### config.mk
export PLATFORM = sky130hd
export DESIGN_NAME = alu_share_arbiter
export DESIGN_NICKNAME = d
export VERILOG_FILES = /design/src/rtl/alu_share_arbiter.sv
export SDC_FILE = /design/constraint.sdc
export NUM_CORES = 1
export LEC_CHECK = 0
export CORE_ASPECT_RATIO = 1.4
export CORE_UTILIZATION = 45
export CTS_CLUSTER_SIZE = 40
export DETAILED_ROUTE_END_ITERATION = 16
export PLACE_DENSITY_LB_ADDON = 0.12
export SLEW_MARGIN = 20
export SYNTH_ARGS = -nofsm -noshare
export SYNTH_HDL_FRONTEND = slang
export SYNTH_SLANG_ARGS = --single-unit
### constraint.sdc
create_clock -name clk -period 2.1 [get_ports clk]
set_input_delay 0.42 -clock clk [delete_from_list [all_inputs] [get_ports clk]]
set_output_delay 0.42 -clock clk [all_outputs]
set_load 0.01 [all_outputs]
### src/rtl/alu_share_arbiter.sv
// Round-robin arbiter that time-shares one 4-bit 74181-style ALU slice between NUM_REQ
// requesters: grant, drive and hold operands, sample y after ALU_LAT cycles, return result.
module alu_share_arbiter #(
  parameter int unsigned NUM_REQ = 2,
  parameter int unsigned ALU_LAT = 1
) (
  input  logic                 clk,
  input  logic                 rst,
  input  logic [NUM_REQ-1:0]   req_valid,
  output logic [NUM_REQ-1:0]   req_ready,
  input  logic [4*NUM_REQ-1:0] req_s,
  input  logic [NUM_REQ-1:0]   req_ci,
  input  logic [NUM_REQ-1:0]   req_m,
  input  logic [4*NUM_REQ-1:0] req_a,
  input  logic [4*NUM_REQ-1:0] req_b,
  output logic [NUM_REQ-1:0]   rsp_valid,
  input  logic [NUM_REQ-1:0]   rsp_ready,
  output logic [3:0]           rsp_y,
  output logic [3:0]           alu_s,
  output logic                 alu_ci,
  output logic                 alu_m,
  output logic [3:0]           alu_a,
  output logic [3:0]           alu_b,
  input  logic [3:0]           alu_y
);

  localparam int unsigned IdxW = (NUM_REQ > 1) ? $clog2(NUM_REQ) : 1;

  localparam logic [1:0] StIdle = 2'd0;
  localparam logic [1:0] StExec = 2'd1;
  localparam logic [1:0] StResp = 2'd2;

  logic [1:0]         state_q, state_d;
  logic [IdxW-1:0]    rr_ptr_q, rr_ptr_d;
  logic [IdxW-1:0]    owner_q, owner_d;
  logic [2:0]         cnt_q, cnt_d;
  logic [3:0]         alu_s_q, alu_s_d;
  logic               alu_ci_q, alu_ci_d;
  logic               alu_m_q, alu_m_d;
  logic [3:0]         alu_a_q, alu_a_d;
  logic [3:0]         alu_b_q, alu_b_d;
  logic [NUM_REQ-1:0] rsp_valid_q, rsp_valid_d;
  logic [3:0]         rsp_y_q, rsp_y_d;

  logic               gnt_found;
  logic [IdxW-1:0]    gnt_idx;
  logic [IdxW-1:0]    scan_idx;
  logic               accept;

  // First pending requester at or after rr_ptr, wrapping modulo NUM_REQ.
  always_comb begin
    gnt_found = 1'b0;
    gnt_idx   = '0;
    scan_idx  = '0;
    for (int unsigned k = 0; k < NUM_REQ; k++) begin
      scan_idx = IdxW'((32'(rr_ptr_q) + k) % NUM_REQ);
      if (!gnt_found && req_valid[scan_idx]) begin
        gnt_found = 1'b1;
        gnt_idx   = scan_idx;
      end
    end
  end

  always_comb begin
    req_ready = '0;
    if (!rst && (state_q == StIdle) && gnt_found) begin
      req_ready[gnt_idx] = 1'b1;
    end
  end

  assign accept = |(req_valid & req_ready);

  always_comb begin
    state_d     = state_q;
    rr_ptr_d    = rr_ptr_q;
    owner_d     = owner_q;
    cnt_d       = cnt_q;
    alu_s_d     = alu_s_q;
    alu_ci_d    = alu_ci_q;
    alu_m_d     = alu_m_q;
    alu_a_d     = alu_a_q;
    alu_b_d     = alu_b_q;
    rsp_valid_d = rsp_valid_q;
    rsp_y_d     = rsp_y_q;
    unique case (state_q)
      StIdle: begin
        if (accept) begin
          for (int unsigned i = 0; i < NUM_REQ; i++) begin
            if (32'(gnt_idx) == i) begin
              alu_s_d  = req_s[4*i +: 4];
              alu_ci_d = req_ci[i];
              alu_m_d  = req_m[i];
              alu_a_d  = req_a[4*i +: 4];
              alu_b_d  = req_b[4*i +: 4];
            end
          end
          owner_d  = gnt_idx;
          rr_ptr_d = IdxW'((32'(gnt_idx) + 1) % NUM_REQ);
          cnt_d    = 3'(ALU_LAT);
          state_d  = StExec;
        end
      end
      StExec: begin
        if (cnt_q == 3'd1) begin
          rsp_y_d              = alu_y;
          rsp_valid_d          = '0;
          rsp_valid_d[owner_q] = 1'b1;
          cnt_d                = 3'd0;
          state_d              = StResp;
        end else begin
          cnt_d = cnt_q - 3'd1;
        end
      end
      StResp: begin
        if (rsp_ready[owner_q]) begin
          rsp_valid_d = '0;
          state_d     = StIdle;
        end
      end
      default: state_d = StIdle;
    endcase
  end

  always_ff @(posedge clk) begin
    if (rst) begin
      state_q     <= StIdle;
      rr_ptr_q    <= '0;
      owner_q     <= '0;
      cnt_q       <= 3'd0;
      alu_s_q     <= 4'd0;
      alu_ci_q    <= 1'b0;
      alu_m_q     <= 1'b0;
      alu_a_q     <= 4'd0;
      alu_b_q     <= 4'd0;
      rsp_valid_q <= '0;
      rsp_y_q     <= 4'd0;
    end else begin
      state_q     <= state_d;
      rr_ptr_q    <= rr_ptr_d;
      owner_q     <= owner_d;
      cnt_q       <= cnt_d;
      alu_s_q     <= alu_s_d;
      alu_ci_q    <= alu_ci_d;
      alu_m_q     <= alu_m_d;
      alu_a_q     <= alu_a_d;
      alu_b_q     <= alu_b_d;
      rsp_valid_q <= rsp_valid_d;
      rsp_y_q     <= rsp_y_d;
    end
  end

  assign rsp_valid = rsp_valid_q;
  assign rsp_y     = rsp_y_q;
  assign alu_s     = alu_s_q;
  assign alu_ci    = alu_ci_q;
  assign alu_m     = alu_m_q;
  assign alu_a     = alu_a_q;
  assign alu_b     = alu_b_q;

endmodule
==> flow_summary.json <==
{
  "firstDrtPassIters": 4,
  "synth_seq_cells": 27,
  "hp-class": "flip-flop to flip-flop",
  "ir_worst_vdd_v": 0.000481,
  "worst_slew_pin_slew_ps": 321,
  "hpwl_um": 2950,
  "chipHeight_um": 67.5,
  "port_buffers": 59,
  "status": "finished clean",
  "syn_inst": 157,
  "holdBufCountCts": 0,
  "multi_input_area_um2": 749,
  "synth-async-reset-ratio_pct": 0,
  "final_layout_size_suffix_gt1_share_pct": 12.2,
  "place_ws_ps": -252,
  "htree_levels": 1,
  "cp-end-kind": "output pin",
  "grt_usage_pct": 25.3,
  "r2r_cells": 5,
  "dp.cells": 253,
  "stdcell_count": 258,
  "leakage_nw": 0.742,
  "maxCapViolCount": 0,
  "cp_max_fo": 3,
  "fmax_mhz": 482,
  "area_growth_pct": 54.6,
  "fillers": 237,
  "crit_end": "req_ready[0]",
  "drc": 0,
  "wire_per_inst_um": 15.4,
  "fin_crit_ps": 2070,
  "antenna_left": 0,
  "synth_cell_type_count": 35,
  "skew_ps": 5.08,
  "p_per_area_mw_per_mm2": 639,
  "rsz0062_at_grt": "no",
  "reg2reg_slack_ps": 590,
  "final_common_cell": "clkdlybuf4s50_1",
  "hold_depth": 2,
  "min_period_over_period_pct": 98.7,
  "rows": 23,
  "die_w_um": 48.8,
  "r2r-start": "rr_ptr_q",
  "drv_slew": 0,
  "final_cell_mix": "clkdlybuf4s50_1 (56), dfxtp_1 (27), o21ai_0 (17)",
  "setup_violations": 0,
  "startpoint_type": "input port",
  "hold_violations": 0,
  "place_congestion": 0.750,
  "io_pins": 60,
  "worstSetupPathType": "input port to output pin",
  "grt_first_pass_wirelength_um": 6430,
  "start_util_pct": 47.9,
  "antenna_cells": 0,
  "cts.clk_slew.worst_paths_ps": 90,
  "clock_sinks": 27,
  "cts-root-buf": "clkbuf_8",
  "grt_pass1_vias": 1427,
  "clock_latency_ps": 270,
  "worstPathArrival_ps": 1650,
  "reg2reg_to": "rr_ptr_q",
  "vias_per_cell": 5.73,
  "grt_max_degree": 30,
  "cts_buffers": 3,
  "clk_path_buf_depth": 2,
  "required_ps": 1680,
  "vias": 1479,
  "finalNetCount": 262,
  "fin_ws_ps": 26.5,
  "drtIter0Drc": 56,
  "yosysWarnings": 0,
  "wl_um": 3980,
  "seq_area_um2": 541,
  "critPathLaunch": "req_valid[0]",
  "netlist_area_mm2": 0.00138,
  "gr-total-overflow": 0,
  "coreArea_mm2": 0.00288,
  "syn_nets": 197,
  "cts_tree": "built",
  "synth_flop_cell": "dfxtp_1",
  "maxSlewHeadroom_pct": 78.5,
  "dieArea_mm2": 0.00329,
  "ys_seq_area_share_pct": 39.2,
  "synth_edf_count": 0,
  "antenna_found_initial": 0,
  "avgSynthCellArea_um2": 8.78
}
## stage by stage
stage	hold WS (ps)	utilization [%]	total power, mW	setup TNS [ps]	area (um^2)
2_1_floorplan	467	-	0.846	0	1380
3_3_place_gp	442	72.2	1.05	-411	2080
3_5_place_dp	453	72.2	1.07	-433	2080
4_1_cts	466	74.1	1.37	0	2130
5_1_grt	503	74.1	1.43	0	2130
6_report	465	74.1	1.36	0	2130
## flip-flops by register name (all words and copies together), names as in the netlist
signal,count
alu_s,4
alu_b,4
state_q,2
alu_a,4
alu_m,1
alu_ci,1
rsp_valid,2
rr_ptr_q,1
owner_q,1
rsp_y,4
cnt_q,3
## report_power, final
part / switching [mW] / total [mW] / internal (mW) / leakage (nW)
sequential: 0.0347 / 0.600 / 0.566 / 0.222
clock: 0.160 / 0.294 / 0.134 / 0.0217
combinational: 0.211 / 0.468 / 0.257 / 0.498
total: 0.405 / 1.36 / 0.957 / 0.742
## cell usage after synthesis, types with 2 or more instances
cell | number | share of area, %
dfxtp_1 | 27 | 39
o21ai_0 | 17 | 6.2
nand3b_1 | 15 | 8.2
a311oi_1 | 14 | 8.9
a31oi_1 | 14 | 6.4
a21oi_1 | 12 | 4.4
nand2_1 | 10 | 2.7
clkbuf_1 | 7 | 1.9
inv_1 | 5 | 1.4
buf_2 | 3 | 1.1
nand2b_1 | 3 | 1.4
o211ai_1 | 3 | 1.6
and2b_1 | 2 | 1.1
buf_4 | 2 | 1.1
ha_1 | 2 | 1.8
nor3b_1 | 2 | 1.1
## area by class of cell
type / count / area share, %
multi-input combinational: 110 / 35.2
timing repair buffer: 75 / 34.2
sequential: 27 / 25.4
tap: 37 / 2.17
clock buffer: 3 / 1.94
inverter: 5 / 0.880
clock inverter: 1 / 0.352
## critical path: stages
cell	delay [ps]
clkdlybuf4s50_1	430
and2b_1	200
buf_4	140
o21a_4	180
dlygate4sd2_1	280
## kinds of logic after synthesis
| logic type | count (synthesis) | synth area share (%) |
|---|---|---|
| buffers and inverters | 20 | 6.90 |
| AND/OR/NAND/NOR | 43 | 21.1 |
| AO/OA/AOI/OAI | 64 | 30.3 |
| adder cells (fa/ha/maj) | 2 | 1.81 |
| multiplexers | 1 | 0.726 |
| flip-flops | 27 | 39.2 |
## metal layers
| layer | vias to the layer above | share of wire [%] | GRT usage [%] |
|---|---|---|---|
| li1 | 721 | - | - |
| met3 | 2 | 3.4 | 2.48 |
| met5 | - | 0 | 0 |
| met1 | 717 | 40 | 27.6 |
| met4 | 0 | 0.50 | 6.62 |
| met2 | 39 | 56 | 51.4 |
## how the worst min path moves through the flow
stage / to / startpoint / slack, ps
after floorplan: rsp_valid[1] / owner_q / 470
after global placement: rsp_y[1] / rsp_y[1] / 440
after detailed placement: rsp_y[0] / rsp_y[0] / 450
after CTS: rsp_y[0] / rsp_y[0] / 470
after global routing: rsp_y[3] / rsp_y[3] / 500
final: rsp_y[0] / rsp_y[0] / 470
## what timing repair did
item                                   CTS  global route
gates resized for setup                  7             0
buffers inserted                         1             0
setup endpoints to repair                2             0
endpoints found under the hold margin    0             0
Note: power is estimated with default switching activity, not from simulation.
